===== src/rtl/wbuf_pkg.sv =====
// Shared types for the posted-write buffer: FSM states, access sizes and the FIFO entry layout.
package wbuf_pkg;

  typedef enum logic [2:0] {
    StIdle,
    StWrReq,
    StWrWait,
    StRdReq,
    StRdWait
  } state_e;

  localparam logic [1:0] SizeByte = 2'd0;
  localparam logic [1:0] SizeHalf = 2'd1;
  localparam logic [1:0] SizeWord = 2'd2;

  typedef struct packed {
    logic [1:0]  size;
    logic [31:0] addr;
    logic [31:0] wdata;
  } entry_t;

endpackage


===== src/rtl/wbuf_fifo.sv =====
// Posted-write storage: circular FIFO of entry_t with occupancy count.
// With WBUF_READ_BYPASS_EN defined it also exposes a per-entry word-address match vector.
module wbuf_fifo
  import wbuf_pkg::*;
#(
  parameter int unsigned Depth = 4,
  localparam int unsigned PtrW = $clog2(Depth),
  localparam int unsigned CntW = $clog2(Depth + 1)
) (
  input  logic             clk_i,
  input  logic             rst_i,
  input  logic             push_i,
  input  entry_t           push_entry_i,
  input  logic             pop_i,
`ifdef WBUF_READ_BYPASS_EN
  input  logic [29:0]      match_word_i,
  output logic [Depth-1:0] match_o,
`endif
  output entry_t           head_o,
  output logic             full_o,
  output logic             empty_o
);

  entry_t          mem_q [Depth];
  logic [PtrW-1:0] wr_ptr_q, rd_ptr_q;
  logic [CntW-1:0] count_q;
  logic            do_push, do_pop;

  assign full_o  = (count_q == CntW'(Depth));
  assign empty_o = (count_q == '0);
  assign do_push = push_i & ~full_o;
  assign do_pop  = pop_i & ~empty_o;
  assign head_o  = mem_q[rd_ptr_q];

  always_ff @(posedge clk_i or posedge rst_i) begin
    if (rst_i) begin
      wr_ptr_q <= '0;
      rd_ptr_q <= '0;
      count_q  <= '0;
    end else begin
      if (do_push) wr_ptr_q <= wr_ptr_q + PtrW'(1);
      if (do_pop)  rd_ptr_q <= rd_ptr_q + PtrW'(1);
      count_q <= count_q + CntW'(do_push) - CntW'(do_pop);
    end
  end

  // Payload needs no reset; occupancy is tracked by the pointers and count.
  always_ff @(posedge clk_i) begin
    if (do_push) mem_q[wr_ptr_q] <= push_entry_i;
  end

`ifdef WBUF_READ_BYPASS_EN
  logic [Depth-1:0] valid_q;

  always_ff @(posedge clk_i or posedge rst_i) begin
    if (rst_i) begin
      valid_q <= '0;
    end else begin
      if (do_pop)  valid_q[rd_ptr_q] <= 1'b0;
      if (do_push) valid_q[wr_ptr_q] <= 1'b1;
    end
  end

  always_comb begin
    for (int i = 0; i < Depth; i++) begin
      match_o[i] = valid_q[i] & (mem_q[i].addr[31:2] == match_word_i);
    end
  end
`endif

endmodule


===== src/rtl/write_buffer.sv =====
// Posted write buffer between the data arbiter and the AXI bridge; reads wait for the drain
// unless WBUF_READ_BYPASS_EN is defined, which lets non-conflicting reads overtake buffered writes.
module write_buffer
  import wbuf_pkg::*;
#(
  parameter int unsigned DEPTH = 4
) (
  input  logic        clk_i,
  input  logic        rst_i,
  input  logic        up_req_i,
  input  logic        up_wr_i,
  input  logic [1:0]  up_size_i,
  input  logic [31:0] up_addr_i,
  input  logic [31:0] up_wdata_i,
  output logic [31:0] up_rdata_o,
  output logic        up_addr_ok_o,
  output logic        up_data_ok_o,
  output logic        dn_req_o,
  output logic        dn_wr_o,
  output logic [1:0]  dn_size_o,
  output logic [31:0] dn_addr_o,
  output logic [31:0] dn_wdata_o,
  input  logic [31:0] dn_rdata_i,
  input  logic        dn_addr_ok_i,
  input  logic        dn_data_ok_i,
  output logic        empty_o
);

  state_e state_q, state_d;
  logic   wr_ack_q;
  logic   fifo_full, fifo_empty, push, pop;
  logic   rd_pending, rd_permitted, rd_busy, wr_accept;
  logic   rd_addr_ok, rd_data_ok;
  entry_t head, push_entry;

  assign push_entry = '{size: up_size_i, addr: up_addr_i, wdata: up_wdata_i};
  assign rd_pending = up_req_i & ~up_wr_i;
  assign rd_busy    = (state_q == StRdReq) || (state_q == StRdWait);
  // Fullness is taken from registered count, so a same-cycle pop never frees a slot early.
  assign wr_accept  = up_req_i & up_wr_i & ~fifo_full & ~rd_busy;
  assign push       = wr_accept;
  assign pop        = (state_q == StWrWait) & dn_data_ok_i;
  assign empty_o    = fifo_empty & (state_q != StWrReq) & (state_q != StWrWait);

`ifdef WBUF_READ_BYPASS_EN
  logic [DEPTH-1:0] match;
  assign rd_permitted = ~|match;
`else
  assign rd_permitted = empty_o;
`endif

  wbuf_fifo #(
    .Depth(DEPTH)
  ) u_fifo (
    .clk_i       (clk_i),
    .rst_i       (rst_i),
    .push_i      (push),
    .push_entry_i(push_entry),
    .pop_i       (pop),
`ifdef WBUF_READ_BYPASS_EN
    .match_word_i(up_addr_i[31:2]),
    .match_o     (match),
`endif
    .head_o      (head),
    .full_o      (fifo_full),
    .empty_o     (fifo_empty)
  );

  always_ff @(posedge clk_i or posedge rst_i) begin
    if (rst_i) begin
      state_q  <= StIdle;
      wr_ack_q <= 1'b0;
    end else begin
      state_q  <= state_d;
      wr_ack_q <= wr_accept;
    end
  end

  always_comb begin
    state_d    = state_q;
    dn_req_o   = 1'b0;
    dn_wr_o    = 1'b0;
    dn_size_o  = head.size;
    dn_addr_o  = head.addr;
    dn_wdata_o = head.wdata;
    rd_addr_ok = 1'b0;
    rd_data_ok = 1'b0;
    unique case (state_q)
      StIdle: begin
        if (rd_pending && rd_permitted) state_d = StRdReq;
        else if (!fifo_empty)           state_d = StWrReq;
      end
      StWrReq: begin
        dn_req_o = 1'b1;
        dn_wr_o  = 1'b1;
        if (dn_addr_ok_i) state_d = StWrWait;
      end
      StWrWait: begin
        if (dn_data_ok_i) state_d = StIdle;
      end
      StRdReq: begin
        dn_req_o   = 1'b1;
        dn_size_o  = up_size_i;
        dn_addr_o  = up_addr_i;
        dn_wdata_o = up_wdata_i;
        rd_addr_ok = dn_addr_ok_i;
        if (dn_addr_ok_i) state_d = StRdWait;
      end
      StRdWait: begin
        rd_data_ok = dn_data_ok_i;
        if (dn_data_ok_i) state_d = StIdle;
      end
      default: state_d = StIdle;
    endcase
  end

  assign up_rdata_o   = dn_rdata_i;
  assign up_addr_ok_o = wr_accept | rd_addr_ok;
  assign up_data_ok_o = wr_ack_q | rd_data_ok;

endmodule


===== config.mk =====
export PLATFORM = sky130hd
export DESIGN_NAME = write_buffer
export DESIGN_NICKNAME = d
export VERILOG_FILES = /design/src/rtl/wbuf_pkg.sv /design/src/rtl/wbuf_fifo.sv /design/src/rtl/write_buffer.sv
export SDC_FILE = /design/constraint.sdc
export NUM_CORES = 1
export LEC_CHECK = 0
export CAP_MARGIN = 20
export CORE_MARGIN = 3
export CORE_UTILIZATION = 53
export CTS_CLUSTER_DIAMETER = 120
export DETAILED_ROUTE_END_ITERATION = 10
export HOLD_SLACK_MARGIN = 0.02
export PLACE_DENSITY = 0.88
export SLEW_MARGIN = 20
export SYNTH_ARGS = -nofsm -noshare
export SYNTH_HDL_FRONTEND = slang
export SYNTH_HIERARCHICAL = 1
export SYNTH_SLANG_ARGS = --single-unit

===== constraint.sdc =====
create_clock -name clk_i -period 3.7 [get_ports clk_i]
set_input_delay 0.74 -clock clk_i [delete_from_list [all_inputs] [get_ports clk_i]]
set_output_delay 0.74 -clock clk_i [all_outputs]
set_load 0.05 [all_outputs]

==> results.sh <==
export IMPL_clock_skew_ns=0.0182
export IMPL_path_buf_inv=2
export IMPL_cts_buffer_depth=3
export IMPL_cts_root_buf="clkbuf_16"
export IMPL_clk_pin_slew_worst_paths_ns=0.06
export IMPL_final_util_pct=67.0
export IMPL_grt_pass1_wl_mm=34.0
export IMPL_regArea_mm2=0.00821
export IMPL_drv_cap=0
export IMPL_vias_per_cell=5.80
export IMPL_relSlewSlack_pct=56.7
export IMPL_cp_top_family="buffers and inverters"
export IMPL_status="completed"
export IMPL_yosys_warnings=6
export IMPL_min_path_type="in -> async"
export IMPL_endpoint_kind="output pin"
export IMPL_rsz0062_at_grt="false"
export IMPL_fp_coreArea_mm2=0.0206
export IMPL_gp_congestion=0.787
export IMPL_setup_violations=0
export IMPL_finalCritPeriodShare_pct=95.8
export IMPL_ir_drop_v=0.000719
export IMPL_clock_sinks=275
export IMPL_tns_ns=0
export IMPL_slew_viol_final=0
export IMPL_std_cell_rows=52
export IMPL_drt_total_wl_mm=21.4
export IMPL_h_tree_depth=1
export IMPL_num_fill_cells=1277
export IMPL_dr_pass1_iters=4
export IMPL_p_sw_uw=4500
export IMPL_io_buffers=142
export IMPL_drc=0
export IMPL_start_util_pct=55.1
export IMPL_io_pins=207
export IMPL_arrival_ns=2.80
export IMPL_p_int_uw=7570
export IMPL_multiInputGateArea_mm2=0.00270
export IMPL_worst_slew_pin_slew_ns=0.647
export IMPL_required_ns=2.96
export IMPL_yosysSeqAreaShare_pct=72.1
export IMPL_syn_nets=633
export IMPL_syn_to_final_growth_pct=21.5
export IMPL_die_h_um=152
export IMPL_postSynthCellCount=522
export IMPL_track_usage_pct=18.3
export IMPL_dp_hpwl_mm=13.2
export IMPL_path_max_fanout=33
export IMPL_syn_area_per_cell_um2=21.8
export IMPL_first_global_vias=6046
export IMPL_cts_buffers=27
export IMPL_period_needed_ns=3.54
export IMPL_hold_viol_final=0
export IMPL_path_cells="and3b_4, buf_4, nor4_4, a21o_1, clkdlybuf4s50_1"
export IMPL_async_flop_share_pct=4.00
export IMPL_pwr_share_seq_pct=33.2
export IMPL_grt_start_max_net_pins=67
export IMPL_crit_slowest_cell="clkdlybuf4s50_1"
export IMPL_synth_edf_count=264
export IMPL_tritoncts="built"
export IMPL_comb_power_share_pct=43.9
export IMPL_dieArea_mm2=0.0233
export IMPL_drive_gt1_share_pct=29.9
export IMPL_clockPowerShare_pct=22.9
export IMPL_final_nets=763
export IMPL_drtIter0Drc=287
export IMPL_dpl_cell_area_mm2=0.0129
export IMPL_insertion_delay_ns=0.51
export IMPL_diodes=0
export IMPL_final_cell_area_mm2=0.0138
export IMPL_setup_worst_path_start_class="register"
export IMPL_vias=5468
export IMPL_overflow=0
export IMPL_synth_area_mm2=0.0114
export IMPL_postRouteAntennaNets=0
export IMPL_wl_per_cell_um=22.7
export IMPL_critPathKind="reg -> out"
export IMPL_synth_ff_type="edfxtp_1"
export IMPL_antenna_found_initial=1
export IMPL_p_per_area_mw_per_mm2=874
export IMPL_cp_slowest_stage_delay_ns=0.80
export IMPL_fmax_ghz=0.282
export IMPL_switching_share_pct=37.3
export IMPL_ys_seq_elements=275
export IMPL_die_x_um=152
export IMPL_p_leak_uw=0.00472
export IMPL_yosysUniqueCellTypes=38
final cells by class:
type	count	share of cell area (%)
Tap cell	270	2.44
Multi-Input combinational cell	180	19.6
Timing Repair Buffer	159	11.7
Inverter	9	0.244
Clock inverter	12	1.01
Clock buffer	37	5.67
Sequential cell	275	59.4
sequential cells by signal (all words and copies together), names as in the netlist:
register / flops
u_fifo/mem_q: 264
state_q: 3
u_fifo/count_q: 3
wr_ack_q: 1
u_fifo/rd_ptr_q: 2
u_fifo/wr_ptr_q: 2
Yosys cell counts, drive strengths merged (2+ instances only):
library cell	number	share of area (%)
dfrtp	11	2.4
buf	57	3.9
nand2	2	0.066
mux2	66	6.8
a21o	2	0.13
edfxtp	264	70
nand4bb	2	0.20
a21oi	2	0.088
inv	9	0.30
o211ai	2	0.13
nand2b	6	0.33
mux4	66	13
o21a	2	0.13
nor3b	2	0.18
ha	6	0.66
and3b	5	0.39
xnor2	4	0.31
worst reg2reg max path, cell delays in order (launching register included):
cell and delay (ns):
dfrtp_1 0.49, and3b_4 0.25, buf_4 0.28, nor4_4 0.35, buf_4 0.23, nand2b_1 0.08, ha_1 0.27, inv_1 0.04
ha_1 0.18, fa_1 0.41, xor2_1 0.17, xnor2_1 0.14
placed cells by master (no fill, tap or decap), types with 2 or more instances in the layout:
master / netlist / final
o211ai_1: 2 / 2
a21o_1: 2 / 2
ha_1: 6 / 6
bufinv_16: 0 / 3
xnor2_1: 4 / 4
o21a_1: 2 / 2
buf_12: 3 / 7
buf_4: 37 / 10
clkbuf_16: 0 / 27
mux2_4: 8 / 8
nand4bb_1: 2 / 2
dlygate4sd2_1: 0 / 43
nand2_1: 2 / 2
dlymetal6s2s_1: 0 / 13
dfrtp_1: 11 / 9
clkinv_2: 0 / 2
mux4_2: 66 / 66
nand2b_1: 6 / 6
clkinv_1: 0 / 4
and3b_4: 0 / 5
edfxtp_1: 264 / 264
inv_1: 9 / 9
clkbuf_8: 0 / 7
mux2_2: 58 / 58
clkbuf_1: 1 / 3
clkdlybuf4s50_1: 0 / 86
a21oi_1: 2 / 2
cells by family after synthesis:
logic type / share of synthesized area (%)
xor gates and xnor gates: 0.385
AOI/OAI and AO/OA: 0.858
and+or+nand+nor: 1.66
muxes: 19.9
adders and majority gates: 0.836
DFF: 72.1
buffers and inverters: 4.27
worst paths after layout:
path | startpoint | end | slack [ns] | cells after the start
min reg2reg | state_q[2] | state_q[0] | 0.58 | 1
max reg2reg | state_q[0] | u_fifo/count_q[2] | 0.69 | 11
max | state_q[0] | up_addr_ok_o | 0.16 | 5
max in group asynchronous | rst_i | u_fifo/rd_ptr_q[0] | 2.95 | 2
min in group clk_i | state_q[2] | state_q[0] | 0.58 | 1
min | rst_i | state_q[2] | 0.45 | 2
power by group through the flow:
stage / clock network (uW) / registers (uW) / logic [uW]
finish: 2760 / 4010 / 5300
global route: 2940 / 4050 / 5560
CTS: 2820 / 4010 / 5390
detailed placement: 0 / 4070 / 5570
global placement: 0 / 4040 / 5500
floorplan: 0 / 3960 / 4260
routing by layer:
metal  global-route usage, %  share of wire, %  vias up
met5                       0             0.061        -
met4                    5.43               2.7        2
met1                    24.6                41     2854
met2                    30.8                51      175
li1                        -                 -     2369
met3                    3.61               5.5       68
repair_timing:
| item | CTS | global route |
|---|---|---|
| buffers inserted | 0 | 0 |
| setup endpoints to repair | 43 | 13 |
| hold buffers | 0 | 0 |
| gates resized for setup | 43 | 13 |
stage by stage:
step | power [uW] | instances | worst slack [ns] | hold slack [ns]
CTS | 12200 | 942 | 0.00217 | 0.440
finish | 12100 | 942 | 0.157 | 0.451
global placement | 9540 | 893 | 0.492 | 0.504
floorplan | 8220 | 522 | 0.273 | 0.477
detailed placement | 9650 | 893 | 0.450 | 0.542
global route | 12500 | 942 | 0.0426 | 0.459
Note: power is estimated with default switching activity, not from simulation.
